===== src/rtl/line_fill_arbiter.sv =====
// Line-fill arbiter: grants read-only line-fill requesters onto a single
// downstream burst-read port in round-robin order, one burst outstanding.
module line_fill_arbiter #(
  parameter int NUM_REQ = 2,
  parameter int RLEN_W  = 5
) (
  input  logic                            clk,
  input  logic                            rst_n,
  input  logic [NUM_REQ-1:0]              req_request_i,
  input  logic [NUM_REQ-1:0][29:0]        req_addr_i,
  input  logic [NUM_REQ-1:0][RLEN_W-1:0]  req_rlen_i,
  output logic [NUM_REQ-1:0]              req_ack_o,
  output logic [NUM_REQ-1:0]              req_rvalid_o,
  output logic [31:0]                     req_rdata_o,
  output logic                            mem_request_o,
  output logic [29:0]                     mem_addr_o,
  output logic [RLEN_W-1:0]               mem_rlen_o,
  input  logic                            mem_ack_i,
  input  logic                            mem_rvalid_i,
  input  logic [31:0]                     mem_rdata_i
);

  localparam int IDX_W = (NUM_REQ > 1) ? $clog2(NUM_REQ) : 1;

  typedef enum logic [1:0] {
    IDLE  = 2'd0,
    ISSUE = 2'd1,
    BURST = 2'd2
  } state_e;

  state_e              state_q, state_d;
  logic [IDX_W-1:0]    rr_ptr_q, rr_ptr_d;
  logic [IDX_W-1:0]    owner_q, owner_d;
  logic [29:0]         addr_q, addr_d;
  logic [RLEN_W-1:0]   rlen_q, rlen_d;
  logic [RLEN_W-1:0]   beat_q, beat_d;

  logic                grant_valid;
  logic [IDX_W-1:0]    grant_idx;

  // Round-robin search: the first requesting index at or after rr_ptr_q wins.
  always_comb begin
    int               cand;
    logic [IDX_W-1:0] cand_idx;
    cand        = 0;
    cand_idx    = '0;
    grant_valid = 1'b0;
    grant_idx   = '0;
    for (int i = 0; i < NUM_REQ; i++) begin
      cand     = (int'(rr_ptr_q) + i) % NUM_REQ;
      cand_idx = IDX_W'(cand);
      if (!grant_valid && req_request_i[cand_idx]) begin
        grant_valid = 1'b1;
        grant_idx   = cand_idx;
      end
    end
  end

  // Next-state and output decode; the burst owner sees downstream data only in BURST,
  // so stray beats in IDLE/ISSUE are dropped.
  always_comb begin
    state_d       = state_q;
    rr_ptr_d      = rr_ptr_q;
    owner_d       = owner_q;
    addr_d        = addr_q;
    rlen_d        = rlen_q;
    beat_d        = beat_q;
    req_ack_o     = '0;
    req_rvalid_o  = '0;
    req_rdata_o   = '0;
    mem_request_o = 1'b0;
    mem_addr_o    = addr_q;
    mem_rlen_o    = rlen_q;

    unique case (state_q)
      IDLE: begin
        if (grant_valid) begin
          owner_d = grant_idx;
          addr_d  = req_addr_i[grant_idx];
          rlen_d  = req_rlen_i[grant_idx];
          state_d = ISSUE;
        end
      end

      ISSUE: begin
        mem_request_o = 1'b1;
        if (mem_ack_i) begin
          req_ack_o[owner_q] = 1'b1;
          beat_d             = rlen_q;
          if (owner_q == IDX_W'(NUM_REQ - 1)) begin
            rr_ptr_d = '0;
          end else begin
            rr_ptr_d = owner_q + 1'b1;
          end
          state_d = BURST;
        end
      end

      BURST: begin
        req_rvalid_o[owner_q] = mem_rvalid_i;
        req_rdata_o           = mem_rdata_i;
        if (mem_rvalid_i) begin
          if (beat_q == '0) begin
            state_d = IDLE;
          end else begin
            beat_d = beat_q - 1'b1;
          end
        end
      end

      default: begin
        state_d = IDLE;
      end
    endcase
  end

  // State register; an asynchronous reset abandons any burst in flight.
  always_ff @(posedge clk or negedge rst_n) begin
    if (!rst_n) begin
      state_q  <= IDLE;
      rr_ptr_q <= '0;
      owner_q  <= '0;
      addr_q   <= '0;
      rlen_q   <= '0;
      beat_q   <= '0;
    end else begin
      state_q  <= state_d;
      rr_ptr_q <= rr_ptr_d;
      owner_q  <= owner_d;
      addr_q   <= addr_d;
      rlen_q   <= rlen_d;
      beat_q   <= beat_d;
    end
  end

  // Protocol checks: downstream ack only against a live request, acks and
  // return-valids never to more than one requester, owner holds its request until acked.
  a_ack_needs_request : assert property (
    @(posedge clk) disable iff (!rst_n) mem_ack_i |-> mem_request_o);

  a_ack_onehot0 : assert property (
    @(posedge clk) disable iff (!rst_n) $onehot0(req_ack_o));

  a_rvalid_onehot0 : assert property (
    @(posedge clk) disable iff (!rst_n) $onehot0(req_rvalid_o));

  a_owner_holds_request : assert property (
    @(posedge clk) disable iff (!rst_n) (state_q == ISSUE) |-> req_request_i[owner_q]);

endmodule


===== config.mk =====
export PLATFORM = sky130hd
export DESIGN_NAME = line_fill_arbiter
export DESIGN_NICKNAME = d
export VERILOG_FILES = /design/src/rtl/line_fill_arbiter.sv
export SDC_FILE = /design/constraint.sdc
export NUM_CORES = 1
export LEC_CHECK = 0
export ABC_CLOCK_PERIOD_IN_PS = 4250
export BUFFER_PORTS_ARGS = -buffer_cell sky130_fd_sc_hd__buf_4
export CAP_MARGIN = 20
export CORE_MARGIN = 4
export CORE_UTILIZATION = 46
export CTS_BUF_LIST = sky130_fd_sc_hd__clkbuf_8
export DETAILED_ROUTE_END_ITERATION = 8
export PLACE_DENSITY = 0.95
export SLEW_MARGIN = 0
export SYNTH_ARGS = -nofsm -noshare
export SYNTH_HDL_FRONTEND = slang
export SYNTH_SLANG_ARGS = --single-unit

===== constraint.sdc =====
create_clock -name clk -period 4.25 [get_ports clk]
set_input_delay 0.2125 -clock clk [delete_from_list [all_inputs] [get_ports clk]]
set_output_delay 0.2125 -clock clk [all_outputs]
set_load 0.05 [all_outputs]

# Yosys cells after proc, flatten, opt, wreduce, memory -nomap -nowiden

Cells that the tools add are included.

$add $sub $neg: 3
$mul: 0
Div/mod/pow operators: 0
$lt $le $gt $ge: 5
Eq/ne operators: 7
Shift-type cells: 0
Multiplexer cells: 29
Bitwise gates (word level): 1
Reductions and logical operators: 10

Operators by type and width:

| cell                                                        | number |
|---|---|
| two-way mux 30 bit                                          | 2 |
| two-way mux 32 bit                                          | 1 |
| two-way mux 5 bit                                           | 5 |
| two-way mux 2 bit                                           | 7 |
| two-way mux 1 bit                                           | 11 |
| inequality test 2 bit (second input constant)               | 5 |
| case mux 5 bit (2 select lines)                             | 1 |
| less-than comparator 1 x 2 -> 1 bit (second input constant) | 4 |
| AND reduction 4 bit                                         | 2 |
| case mux 2 bit (3 select lines)                             | 1 |
| logical NOT 5 bit                                           | 1 |
| subtractor 5 x 1 -> 5 bit (second input constant)           | 1 |
| AND reduction 2 bit                                         | 2 |
| adder 1 bit (second input constant)                         | 2 |
| AND 2 bit                                                   | 1 |
| == test 2 x 1 -> 1 bit (second input constant)              | 1 |
| == test 2 bit (second input constant)                       | 1 |
| logical AND 1 bit                                           | 2 |
| logical NOT 2 bit                                           | 1 |
| nonzero test 2 bit                                          | 1 |
| demux 1 bit (select 1 bit)                                  | 1 |
| >= comparator 1 bit (second input constant)                 | 1 |
| logical NOT 1 bit                                           | 1 |

Bits in registers: 44
Latch bits: 0
RAM bits: 0
ROM bits: 0
Input bits: 108
Output and inout port bits: 72
Logic and storage cells: 61
Memories: 0

# Logic depth before layout (Yosys ltp)

Gate-level depths: netlist (run 1).

Depth in word-level cells: 8
Gate-level depth with buffers: 7
Mapped depth without buffers: 5

# Worst setup path before layout (run 1)

OpenSTA, ideal clock, no wires.

Path type: register to output
From: reg state_q[0]
To: out req_ack_o[1]
Arrival time: 1.978 ns
Data required time: 4.038 ns
Setup slack: 2.060 ns
Stages on the path, launching flop included: 4
Buffers on the path: 1
Cells stage by stage: dfrtp_1 > clkbuf_1 > nor2b_1 > and3_1

Longest elaborated chain between the ends: 2

RTL lines:

| element                | line | source |
|---|---|---|
| from (decl)            | 31   | `state_e state_q, state_d;` |
| from (signal assigned) | 127  | `state_q <= state_d;` |
| == test 2 x 1 -> 1 bit | 75   | `unique case (state_q)` |
| two-way mux 2 bit      | 75   |  |
| to (decl)              | 12   | `output logic [NUM_REQ-1:0] req_ack_o,` |

Every way passes these cells.

# Worst setup path after layout (run 1)

From: reg beat_q[0]
To: reg beat_q[1]

Longest elaborated chain between the ends: 4
Elaborated cells between the ends (all ways): 7
Classes of those cells: add/sub: 1; eq/ne: 1; mux: 3; reduce/logical: 2

RTL lines:

| element                         | line | source |
|---|---|---|
| from (decl)                     | 36   | `logic [RLEN_W-1:0] beat_q, beat_d;` |
| from (signal assigned)          | 132  | `beat_q <= beat_d;` |
| subtractor 5 x 1 -> 5 bit       | 106  | `beat_d = beat_q - 1'b1;` |
| two-way mux 5 bit               | 103  | `if (beat_q == '0) begin` |
| two-way mux 5 bit               | 102  | `if (mem_rvalid_i) begin` |
| case mux 5 bit (2 select lines) | 75   |  |

Several ways; a longest one is shown, not always the timed one. The select of a mux whose other input is x is not followed.
A chain may end at the register's enable or synchronous reset.

==> metrics, run 1 <==
Synth Area per Inst=just under 9 µm²; DR iter-0 viols=199; area leader, netlist=dfrtp_1; worst hold path class=primary input to register; die height=between 80 and 90 µm; antenna-violating nets left=0; yosys warns=0; final hold slack=roughly 0.15 ns; H-tree level count=2; core box area=roughly 5500 µm²; fmax=around 520 MHz; cells on worst reg2reg path=5; status=complete, no violations; later-pin clock latency in the skew report=0.29 ns; TritonRoute pass-1 iters=5; fin crit period=a little under 2 ns; first-pass GRT wire length=13.9 mm; setup TNS=0 ns; launch point of the worst path=beat_q[0]; HPWL Detailed=6.42 mm; # resized after CTS=0; Lkg Pwr=roughly 1.9 nW; Final #Nets=564; CTS Buffer Depth=2; CTS tree=done; GRT Util Overall=0.240; Initial Utilization=0.476; Root Buffer=clkbuf_8; top cell type's share of synthesized area=0.420; clk_skew=0.00848 ns; RePlAce Congestion=around 0.8; Mapped Area=about 2600 µm²; post-route insts no fill=around 530; total power=approximately 3.1 mW; worst endpoint required time=4.47 ns; crit-path max FO=5; clk slew on worst S/H paths=around 0.080 ns; antenna cells=0; # port buffers=179; RSZ-0062 raised after global routing=false; dpl cells=about 520; crit share post-route=0.456; pre-CTS worst setup slack=around 2.2 ns; most common cell in the netlist=dfrtp_1; Post-synth ARST share=1.00; Synth Flop Type=dfrtp_1; # DRC=0; Fin. Hold Viols=0; routed via count=~3000; commonest cells in the synthesized netlist=dfrtp_1, a21oi_1, nand3b_1, o21ai_0, a31oi_1; critical path startpoint category=register; fraction of layout instances using a drive strength above 1=0.421; fill cell count=roughly 390; Worst Tran Pin Value=~1.1 ns; post-route cell area=roughly 4000 µm²; sequential element share of the synthesized area=0.420; dpl cell area=between 3000 and 4000 µm²; Syn Nets=approximately 410; Slew Limit Fails=0; crit path capture type=register; die extent in x=between 80 and 90 µm; Post-Route WL=~9.0 mm; Worst slew margin=0.289; Area contributors post-synth=dfrtp_1, nand3b_1, a31oi_1; power per cell area=about 780 nW/µm²; CP Data Arrival Time=2.16 ns; Syn Inst Count=around 300; vias per cell=about 5.7; fin worst setup slack=between 2 and 2.5 ns; CTS sink cnt=44; Post-synth EDFFs=0; I/O Pins=180; endpoints failing setup=0; Max VDD drop=between 400 and 500 µV; CTS buffer count=5; end point of the critical path=beat_q[1]; antenna violations before repair=0; GRT overflow=0; worst reg2reg startpoint=beat_q[0]; reg2reg setup slack=~2.3 ns; full die area=roughly 7000 µm²; vias in the first global route=~2900; num rows=27; critical path class=register to register; largest net degree at the start of global routing=72; Area growth, synth to finish=53.4%; max cap viols=0; WL/cell=17.0 µm; Core Util, Final=0.731; count of cell types in the netlist=35; Yosys reg bits=44; Worst R2R End=beat_q[1]
[sequential cells by signal (all words and copies together), names as in the netlist]
| signal | count |
|---|---|
| mem_addr_o | 30 |
| beat_q | 5 |
| mem_rlen_o | 5 |
| state_q | 2 |
| owner_q | 1 |
| rr_ptr_q | 1 |
[area by class of cell]
cell class / count / area [µm²] / area share
Tap cell: 72 / 90.1 / 0.0224
Clock buffer: 6 / 82.6 / 0.0205
Clock inverter: 2 / 7.51 / 0.00187
Sequential cell: 44 / 1100 / 0.274
Inverter: 4 / 15.0 / 0.00373
Multi-Input combinational cell: 217 / 1350 / 0.336
Timing Repair Buffer: 183 / 1380 / 0.342
[metal layers]
| layer | global-route usage | up-vias | part of all wire |
|---|---|---|---|
| met4 | 0.0789 | 0 | 0.026 |
| met1 | 0.281 | 1412 | 0.37 |
| met5 | 0 | - | 0 |
| met2 | 0.435 | 172 | 0.52 |
| li1 | - | 1398 | - |
| met3 | 0.0533 | 21 | 0.086 |
[report_power, final]
part / switching, mW / internal, mW / leakage, nW / total, mW
logic: 1.39 / 0.668 / 1.32 / 2.06
registers: 0.175 / 0.633 / 0.498 / 0.808
clock network: 0.139 / 0.128 / 0.0538 / 0.267
total: 1.71 / 1.43 / 1.87 / 3.14
[cells by family after synthesis]
kind of cell | synth area share
buf+inv | 0.0682
simple gates | 0.239
mux | 0.0134
compound gates | 0.255
flops | 0.420
fa+ha+maj | 0.00477
[placed cells by master (no fill, tap or decap)]
master,n
buf_4,182
dfrtp_1,44
nand3b_1,37
o21ai_0,37
a21oi_1,37
a31oi_1,35
and2_1,33
inv_1,6
clkbuf_8,6
nor2_1,4
nor2b_1,3
o211ai_1,3
and3_1,2
mux2i_1,2
nand3_1,2
nand2_1,2
nor3b_1,2
or2_1,1
nor2_2,1
and2_4,1
nor2b_4,1
nand2b_1,1
nor4b_1,1
a21o_1,1
mux2_4,1
o21a_1,1
o311ai_0,1
nor3_1,1
a22oi_1,1
o221ai_1,1
nor4bb_1,1
a32oi_1,1
nand4_1,1
a211oi_1,1
ha_1,1
dlygate4sd3_1,1
[timing repair]
action / 4_1_cts / 5_1_grt
hold buffers: 1 / 0
setup buffers: 0 / 0
hold endpoints to repair: 44 / 0
[how the worst min path moves through the flow]
stage / from / end / slack (ns) / cells past startpoint
after floorplan: rst_n / beat_q[0] / -0.08 / 0
after global placement: rst_n / mem_addr_o[9] / 0.24 / 1
final: mem_ack_i / state_q[0] / 0.15 / 2
after global routing: mem_ack_i / state_q[0] / 0.16 / 2
after CTS: mem_ack_i / state_q[0] / 0.15 / 2
after detailed placement: rst_n / mem_addr_o[11] / 0.24 / 1
[critical path: stages (launching register included)]
cell	delay, ns
dfrtp_1	0.40
inv_1	0.09
ha_1	0.22
nor4b_1	0.62
o21a_1	0.31
mux2i_1	0.21
No activity file was read; power rests on OpenSTA's default activity.
==> run 2, diff against run 1 <==
Settings changed: ABC_CLOCK_PERIOD_IN_PS 4250 to 2000, CORE_UTILIZATION 46 to 43, PLACE_DENSITY 0.95 to 0.91.
Clock period 4.25 ns to 2 ns, I/O delays scaled along.
==> metrics, run 2 (synthesis results as in run 1) <==
status=complete, no violations; fraction of layout instances using a drive strength above 1=0.439; Core Util, Final=0.696; Post-Route WL=approximately 9 mm; fill cell count=492; I/O Pins=180; antenna-violating nets left=0; Final #Nets=570; commonest non-fill, non-tap cell in the layout=buf_4; num rows=28; number of flip-flops in the largest register=30; H-tree level count=2; later-pin clock latency in the skew report=0.30 ns; RSZ-0062 raised after global routing=false; WL/cell=between 15 and 20 µm; critical path startpoint category=register; CTS Buffer Depth=2; endpoints failing setup=0; critical path class=register to output pin; max cap viols=0; full die area=7410 µm²; vias per cell=about 5.5; Lkg Pwr=1.91 nW; most frequent cells in the layout=buf_4, dfrtp_1, nand3b_1, o21ai_0, a21oi_1; Area growth, synth to finish=57.2%; Slew Limit Fails=0; largest net degree at the start of global routing=45; Worst Tran Pin Value=0.591 ns; worst hold path class=primary input to register; fin crit period=roughly 1.8 ns; CTS tree=done; die height=roughly 86 µm; clk_skew=about 0.008 ns; # port buffers=between 150 and 200; total power=a little under 7 mW; crit-path max FO=33; clk slew on worst S/H paths=approximately 0.08 ns; Max VDD drop=984 µV; core box area=a little under 6000 µm²; routed via count=between 2000 and 3000; worst endpoint required time=1.90 ns; CP Data Arrival Time=between 1.5 and 2 ns; power per cell area=1670 nW/µm²; Fin. Hold Viols=0; antenna violations before repair=0; setup TNS=0 ns; HPWL Detailed=6.76 mm; Root Buffer=clkbuf_8; Worst slew margin=0.606; first-pass GRT wire length=14.4 mm; post-route cell area=approximately 4000 µm²; TritonRoute pass-1 iters=4; vias in the first global route=a little under 3000; # DRC=0; fmax=545 MHz; die extent in x=between 80 and 90 µm; crit path capture type=output pin; CTS sink cnt=44; # Post-CTS Setup Buffers=0; CTS buffer count=5; Initial Utilization=0.443; antenna cells=0; GRT Util Overall=0.240; GRT overflow=0; DR iter-0 viols=~170; dpl cell area=3990 µm²; crit share post-route=0.917; RePlAce Congestion=0.859
-- run 2: cell count changes in the layout (fill, tap and decap cells not counted), sizes merged --
| cell | before | now |
|---|---|---|
| buf | 182 | 188 |
| inv | 6 | 4 |
| bufinv | 0 | 1 |
| clkbuf | 6 | 5 |
| clkinv | 0 | 1 |
| clkinvlp | 0 | 1 |
-- run 2: through the flow --
stage	std cells	setup WS, ns	hold slack [ns]
2_1_floorplan	296	0.212	-0.196
3_3_place_gp	528	0.399	0.131
3_5_place_dp	528	0.188	0.141
4_1_cts	537	0.0880	0.00108
5_1_grt	537	0.0497	0.0161
6_report	537	0.165	0.0105
-- run 2: metal layers --
layer  global-route usage  part of all wire  up-vias
li1                     -                 -     1409
met1                0.300              0.38     1380
met2                0.414              0.52      119
met3               0.0490             0.076       19
met4               0.0777             0.023        0
met5                    0                 0        -
-- run 2: timing repair --
item	CTS	global route
setup endpoints to repair	0	30
endpoints found under the hold margin	44	0
resized for setup	0	2
hold buffers	1	0
-- run 2: worst max-delay path, cell delays in order (launching register included) --
cell	delay, ns
dfrtp_1	0.54
nor2b_4	0.32
buf_12	0.19
and2_1	0.17
buf_4	0.21
-- run 2: final cells by class --
cell class | count | area [µm²] | area share
Clock buffer | 5 | 68.8 | 0.0167
Clock inverter | 3 | 42.5 | 0.0103
Inverter | 4 | 15.0 | 0.00364
Multi-Input combinational cell | 217 | 1370 | 0.332
Sequential cell | 44 | 1100 | 0.267
Tap cell | 75 | 93.8 | 0.0228
Timing Repair Buffer | 189 | 1430 | 0.348
-- run 2: power by group --
part           total (mW)  internal (mW)  switching (mW)
logic                4.46           1.48            2.98
clock network       0.693          0.370           0.323
registers            1.71           1.34           0.368
-- run 2: path summary, 6_finish.rpt --
kind	startpoint	end	slack [ns]	depth (start not counted)
min in group asynchronous	rst_n	mem_addr_o[13]	0.35	2
setup / recovery	state_q[1]	req_rdata_o[31]	0.17	4
max in group asynchronous	rst_n	mem_rlen_o[1]	1.24	2
hold / removal	mem_ack_i	state_q[0]	0.01	2
hold reg to reg	mem_addr_o[19]	mem_addr_o[19]	0.55	2
setup reg to reg	beat_q[0]	beat_q[1]	0.37	5
